<file path="config.mk">
export PLATFORM = sky130hd
export DESIGN_NAME = delay_sequencer
export DESIGN_NICKNAME = d
export VERILOG_FILES = /design/src/rtl/bj_timer_pkg.sv /design/src/rtl/delay_sequencer.sv
export SDC_FILE = /design/constraint.sdc
export NUM_CORES = 1
export LEC_CHECK = 0
export CELL_PAD_IN_SITES_DETAIL_PLACEMENT = 0
export CELL_PAD_IN_SITES_GLOBAL_PLACEMENT = 1
export CORE_MARGIN = 2
export CORE_UTILIZATION = 30
export CTS_CLUSTER_DIAMETER = 100
export DETAILED_ROUTE_END_ITERATION = 10
export PLACE_DENSITY = 0.77
export SETUP_SLACK_MARGIN = 0.2
export SYNTH_ARGS = -nofsm -noshare
export SYNTH_HDL_FRONTEND = slang
export SYNTH_SLANG_ARGS = --single-unit
</file>
<file path="constraint.sdc">
create_clock -name clk_2K -period 2.2 [get_ports clk_2K]
set_clock_uncertainty 0.15 [all_clocks]
set_input_delay 0.44 -clock clk_2K [delete_from_list [all_inputs] [get_ports clk_2K]]
set_output_delay 0.44 -clock clk_2K [all_outputs]
set_load 0.1 [all_outputs]
</file>
<file path="src/rtl/bj_timer_pkg.sv">
// -----------------------------------------------------------------------------
// bj_timer_pkg
// Shared definitions for the two-second timer interface: the delay sequencer
// state encoding and the default width of a period-count request.
// No ports (package).
// -----------------------------------------------------------------------------
package bj_timer_pkg;

    localparam int PERIOD_W_DEF = 4;

    typedef enum logic [1:0] {
        IDLE  = 2'd0,
        CLEAR = 2'd1,
        RUN   = 2'd2,
        DONE  = 2'd3
    } seq_state_t;

endpackage

</file>
<file path="src/rtl/delay_sequencer.sv">
// -----------------------------------------------------------------------------
// delay_sequencer
// Initiator side of the two-second timer interface. The game FSM asks for a
// wait of N two-second periods over a valid/ready handshake; this block clears
// and runs the external 2 kHz timer counter once per period and pulses o_Done
// when the last period has elapsed.
//
// Optional build macro: DELAY_SEQ_ABORT_EN adds i_Abort, which cancels an
// in-flight request (CLEAR/RUN) without an o_Done pulse.
//
// Ports
//   clk_2K        in   2 kHz system clock
//   i_Reset       in   synchronous reset, active low
//   i_Req         in   request valid
//   i_Periods     in   periods to wait, sampled on accept (i_Req & o_Ready)
//   o_Ready       out  high in IDLE (and not in reset)
//   o_ActCounter  out  timer activate
//   o_RstCounter  out  timer clear
//   i_TwoSec      in   timer two-second flag
//   o_Busy        out  high in CLEAR/RUN/DONE
//   o_Remaining   out  periods still to elapse
//   o_Done        out  one-cycle completion pulse
//   i_Abort       in   (DELAY_SEQ_ABORT_EN only) cancel current request
// -----------------------------------------------------------------------------
module delay_sequencer
    import bj_timer_pkg::*;
#(
    parameter int PERIOD_W = PERIOD_W_DEF
) (
    input  logic                clk_2K,
    input  logic                i_Reset,
    input  logic                i_Req,
    input  logic [PERIOD_W-1:0] i_Periods,
    output logic                o_Ready,
    output logic                o_ActCounter,
    output logic                o_RstCounter,
    input  logic                i_TwoSec,
`ifdef DELAY_SEQ_ABORT_EN
    input  logic                i_Abort,
`endif
    output logic                o_Busy,
    output logic [PERIOD_W-1:0] o_Remaining,
    output logic                o_Done
);

    seq_state_t          state, state_nxt;
    logic [PERIOD_W-1:0] remaining, remaining_nxt;

    always_ff @(posedge clk_2K) begin
        if (!i_Reset) begin
            state     <= IDLE;
            remaining <= '0;
        end else begin
            state     <= state_nxt;
            remaining <= remaining_nxt;
        end
    end

    always_comb begin
        state_nxt     = state;
        remaining_nxt = remaining;
        case (state)
            IDLE: begin
                if (i_Req) begin
                    // A zero-period request completes without touching the counter.
                    if (i_Periods != '0) begin
                        remaining_nxt = i_Periods;
                        state_nxt     = CLEAR;
                    end else begin
                        state_nxt     = DONE;
                    end
                end
            end
            CLEAR: state_nxt = RUN;
            RUN: begin
                // Re-enter CLEAR between periods so each period counts from 0.
                if (i_TwoSec && remaining != '0) begin
                    remaining_nxt = remaining - PERIOD_W'(1);
                    state_nxt     = (remaining == PERIOD_W'(1)) ? DONE : CLEAR;
                end
            end
            DONE: state_nxt = IDLE;
            default: state_nxt = IDLE;
        endcase
`ifdef DELAY_SEQ_ABORT_EN
        // Abort overrides any same-cycle two-second flag; DONE is left alone.
        if (i_Abort && (state == CLEAR || state == RUN)) begin
            state_nxt     = IDLE;
            remaining_nxt = '0;
        end
`endif
    end

    // Moore decode; reset also forces the counter clear and withdraws ready.
    assign o_Ready      = i_Reset && (state == IDLE);
    assign o_ActCounter = i_Reset && (state == RUN);
    assign o_RstCounter = !i_Reset || (state != RUN);
    assign o_Busy       = (state != IDLE);
    assign o_Done       = (state == DONE);
    assign o_Remaining  = remaining;

endmodule

</file>
* Word level (Yosys, flattened, before mapping) *
Cells that the tools add are included.

word-level totals
  register bits = 6
  input bits = 8
  output and inout bits = 9

operators by class
  multiplexer cells = 9
  reduce and logical (&&, ||, !) cells = 12
  equal/unequal tests = 8
  add/sub/neg operators = 1

operators by type and width
  operator                                           count
  2-to-1 mux 4 bit                                   3
  2-to-1 mux 2 bit                                   4
  inequality test 2 bit (second input constant)      4
  case mux 2 bit (4 select lines)                    1
  case mux 4 bit (2 select lines)                    1
  nonzero test 4 bit                                 2
  == test 2 bit (second input constant)              2
  == test 4 x 1 -> 1 bit (second input constant)     1
  AND reduction 4 bit                                1
  nonzero test 2 bit                                 2
  subtractor 4 x 1 -> 4 bit (second input constant)  1
  logical AND 1 bit                                  3
  == test 2 x 1 -> 1 bit (second input constant)     1
  zero test 2 bit                                    1
  AND reduction 2 bit                                1
  zero test 1 bit                                    1
  logical OR 1 bit                                   1

* Depth between registers and ports, before layout *
  depth after elaboration = 4
  gate-level depth with buffers = 6
  gate-level depth less buffers = 6

* Least setup slack after synthesis *
OpenSTA, ideal clock, no wires.

  path kind = register to output
  start point = register state[0]
  end point = output o_ActCounter
  buffers on the path = 1
  data arrival time = 2.109 ns
  setup slack = -0.499 ns
  cell stages (with the launch flop) = 5
  cells stage by stage = dfxtp_1 and2b_2 clkbuf_4 nand2_1 inv_1

between the ends
  longest elaborated chain between the ends = 2

RTL lines
  what                    RTL line               source
  start, declared         delay_sequencer.sv:46  seq_state_t state, state_nxt;
  start signal, assigned  delay_sequencer.sv:54  state <= state_nxt;
  == test 2 bit           delay_sequencer.sv:96  assign o_ActCounter = i_Reset && (state == RUN);
  logical AND 1 bit       delay_sequencer.sv:96
  end, declared           delay_sequencer.sv:35  output logic o_ActCounter,

Every way passes these cells.

* Final worst setup path *
  start point = input i_Periods[1]
  end point = register remaining[0], in the netlist o_Remaining[0]

between the ends
  longest elaborated chain between the ends = 3

RTL lines
  what                                    RTL line               source
  start, declared                         delay_sequencer.sv:33  input logic [PERIOD_W-1:0] i_Periods,
  nonzero test 4 bit                      delay_sequencer.sv:66  if (i_Periods != '0) begin
  inequality test 2 bit (no source line)  n/a
  AND reduction 4 bit (no source line)    n/a
  end signal, assigned                    delay_sequencer.sv:55  remaining <= remaining_nxt;
  end, declared                           delay_sequencer.sv:47  logic [PERIOD_W-1:0] remaining, remaining_nxt;

Every way passes these cells.
A chain may end at the register's enable or synchronous reset.

==> impl_metrics.env <==
export IMPL_cp_slowest_cell="or4_4"
export IMPL_layout_commonest_cell="buf_4"
export IMPL_root_buffer="clkbuf_4"
export IMPL_io_buffer_count=16
export IMPL_cts_hold_buffers=0
export IMPL_peakVddDrop_mv=0.449
export IMPL_async_reset_ff_share_pct=0
export IMPL_grt_first_pass_wirelength_um=1790
export IMPL_cp_end_kind="register"
export IMPL_slew_violations=0
export IMPL_rsz0062_at_grt="false"
export IMPL_p_per_area_nw_per_um2=737
export IMPL_synth_edf_count=0
export IMPL_cp_depth=5
export IMPL_max_slew_margin_pct=80.2
export IMPL_crit_family="simple AND/OR/NAND/NOR gates"
export IMPL_ioPinCount=17
export IMPL_cts_made_buffers=3
export IMPL_power_frac_clock_pct=20.4
export IMPL_synth_area_um2=472
export IMPL_routedWlPerCell_um=11.3
export IMPL_n_antenna_cell=0
export IMPL_reg2reg_depth=6
export IMPL_synth_cell_types=33
export IMPL_status="completed"
export IMPL_initial_utilization_pct=31.7
export IMPL_switching_share_pct=45.0
export IMPL_drt_wl_total_um=1050
export IMPL_drive_above_1_share_pct=39.0
export IMPL_yosysSeqAreaShare_pct=25.5
export IMPL_cpPeakStageDelay_ps=510
export IMPL_hold_class="register to register"
export IMPL_drt_pass1_iterations=1
export IMPL_grt_pass1_vias=447
export IMPL_n_fill_cell=151
export IMPL_seq_power_share_pct=25.0
export IMPL_cts_tree="done"
export IMPL_fin_setup_tns_ps=0
export IMPL_synthFlopType="dfxtp_1"
export IMPL_post_dp_cell_area_um2=714
export IMPL_grt_max_degree=12
export IMPL_stdcell_area_um2=752
export IMPL_final_hold_violation_count=0
export IMPL_r2r_slack_ps=310
export IMPL_drt_iter0_markers=0
export IMPL_startpoint="i_Periods[1]"
export IMPL_reg2reg_from="o_Remaining[0]$_SDFFE_PN0P_"
export IMPL_drc=0
export IMPL_cts_setup_buffers=0
export IMPL_arrival_ps=1970
export IMPL_final_nets=89
export IMPL_grt_antenna_before_repair=0
export IMPL_track_usage_pct=13.0
export IMPL_syn_num_nets=67
export IMPL_reg2reg_to="o_Remaining[0]$_SDFFE_PN0P_"
export IMPL_htree_levels=1
export IMPL_post_synth_cell_area_avg_um2=8.42
export IMPL_cap_violations=0
export IMPL_power_switching_mw=0.249
export IMPL_postRouteAntennaNets=0
export IMPL_cts_num_sinks=6
export IMPL_path_max_fanout=8
export IMPL_crit_type="input pin to register"
export IMPL_clockBufferDepth=2
export IMPL_ys_warn_count=0
export IMPL_cts_resized=0
export IMPL_crit_path_start_kind="input pin"
export IMPL_coreArea_um2=1490
export IMPL_fmax_mhz=516
export IMPL_fp_dieH_um=43.7
export IMPL_clock_latency_ps=240
export IMPL_required_ps=2230
export IMPL_dpl_hpwl_um=832
export IMPL_path_clk_slew_ps=50
export IMPL_combPwrFrac_pct=54.6
export IMPL_intPower_mw=0.305
export IMPL_dieArea_um2=1910
export IMPL_worstMarginPinSlew_ps=297
export IMPL_period_share_pct=88.0
export IMPL_fin_crit_ps=1940
export IMPL_netlist_instances=56
export IMPL_die_w_um=43.7
export IMPL_p_leak_nw=0.352
export IMPL_syn_to_final_growth_pct=59.4
export IMPL_routed_via_density=4.63
export IMPL_cp_num_buf_inv=1
export IMPL_gp_congestion=0.816
export IMPL_final_cell_mix="8 x buf_4, 5 x nand2_1, 5 x buf_12"
export IMPL_setup_viol=0
export IMPL_crit_path_end="o_Remaining[0]$_SDFFE_PN0P_"
export IMPL_ys_ff_latch=6
export IMPL_path_cells="clkdlybuf4s50_1, or4_4, a32oi_4, a211o_1, and3_1"
export IMPL_vias=431
export IMPL_fp_row_count=14
export IMPL_grt_ovfl_total=0
## power by group through the flow
stage / Combinational [mW] / Clock (mW) / Sequential, mW
6_report: 0.303 / 0.113 / 0.139
2_1_floorplan: 0.155 / 0 / 0.200
4_1_cts: 0.300 / 0.118 / 0.138
3_3_place_gp: 0.300 / 0 / 0.140
3_5_place_dp: 0.300 / 0 / 0.140
5_1_grt: 0.321 / 0.126 / 0.141
## worst register-to-register path, delay by kind of cell (launching register included)
kind,cells,cell delay [ps]
adders and majority gates,1,180
buffers and inverters,1,120
and+or+nand+nor,2,540
AOI/OAI and AO/OA,2,480
DFF,1,350
## synthesized netlist by cell type, types with 2 or more instances
cell | instances | share of area, %
nand2_1 | 6 | 4.8
inv_1 | 5 | 4.0
nor2_1 | 5 | 4.0
nand2b_1 | 2 | 2.7
ha_1 | 3 | 8.0
a21oi_1 | 3 | 3.2
dfxtp_1 | 6 | 25
## how the worst min path moves through the flow
| stage | startpoint | end | slack, ps | cells past startpoint |
|---|---|---|---|---|
| 2_1_floorplan | state[0]$_SDFFE_PN0P_ | state[0]$_SDFFE_PN0P_ | 430 | 2 |
| 3_3_place_gp | o_Remaining[3]$_SDFFE_PN0P_ | o_Remaining[3]$_SDFFE_PN0P_ | 320 | 2 |
| 3_5_place_dp | o_Remaining[3]$_SDFFE_PN0P_ | o_Remaining[3]$_SDFFE_PN0P_ | 330 | 2 |
| 4_1_cts | o_Remaining[3]$_SDFFE_PN0P_ | o_Remaining[3]$_SDFFE_PN0P_ | 340 | 2 |
| 5_1_grt | o_Remaining[3]$_SDFFE_PN0P_ | o_Remaining[3]$_SDFFE_PN0P_ | 380 | 2 |
| 6_report | o_Remaining[3]$_SDFFE_PN0P_ | o_Remaining[3]$_SDFFE_PN0P_ | 330 | 2 |
## metrics by stage
step                setup slack (ps)  hold WS (ps)  utilization (%)  total power [mW]  cells
global route                     201           384             50.5             0.588     93
CTS                              217           335             49.7             0.557     93
finish                           263           334             50.5             0.554     93
global placement               -2.14           317             48.0             0.439     89
floorplan                       -142           428                -             0.355     56
detailed placement             -22.0           328             48.0             0.440     89
## cell type report
| class | instances | area (um2) | area share [%] |
|---|---|---|---|
| inverters | 5 | 22.5 | 3.00 |
| well taps | 16 | 20.0 | 2.66 |
| clock buffers | 4 | 26.3 | 3.49 |
| repair buffers | 20 | 238 | 31.6 |
| multi-input cells | 42 | 315 | 41.9 |
| flip-flops and latches | 6 | 130 | 17.3 |
## flip-flops by register name, indices dropped and copies added, names as in the netlist
| register | count |
|---|---|
| o_Remaining | 4 |
| state | 2 |
## cell families (layout without fill, tap and decap cells)
| logic type | after synthesis | in the layout | share of synthesized area, % |
|---|---|---|---|
| AND/OR/NAND/NOR | 25 | 25 | 29.7 |
| multiplexers | 2 | 2 | 4.51 |
| adder cells (fa/ha/maj) | 3 | 3 | 7.96 |
| AO/OA/AOI/OAI | 12 | 12 | 22.8 |
| buffers and inverters | 8 | 29 | 9.55 |
| flip-flops | 6 | 6 | 25.5 |
## layer usage
metal | vias up | track usage, % | routed length, um
li1 | 236 | - | -
met1 | 184 | 16.2 | 511
met2 | 11 | 20.0 | 480
met3 | 0 | 5.00 | 60
met4 | 0 | 5.45 | 0
met5 | - | 0 | 0
(Power assumes the default switching activity.)
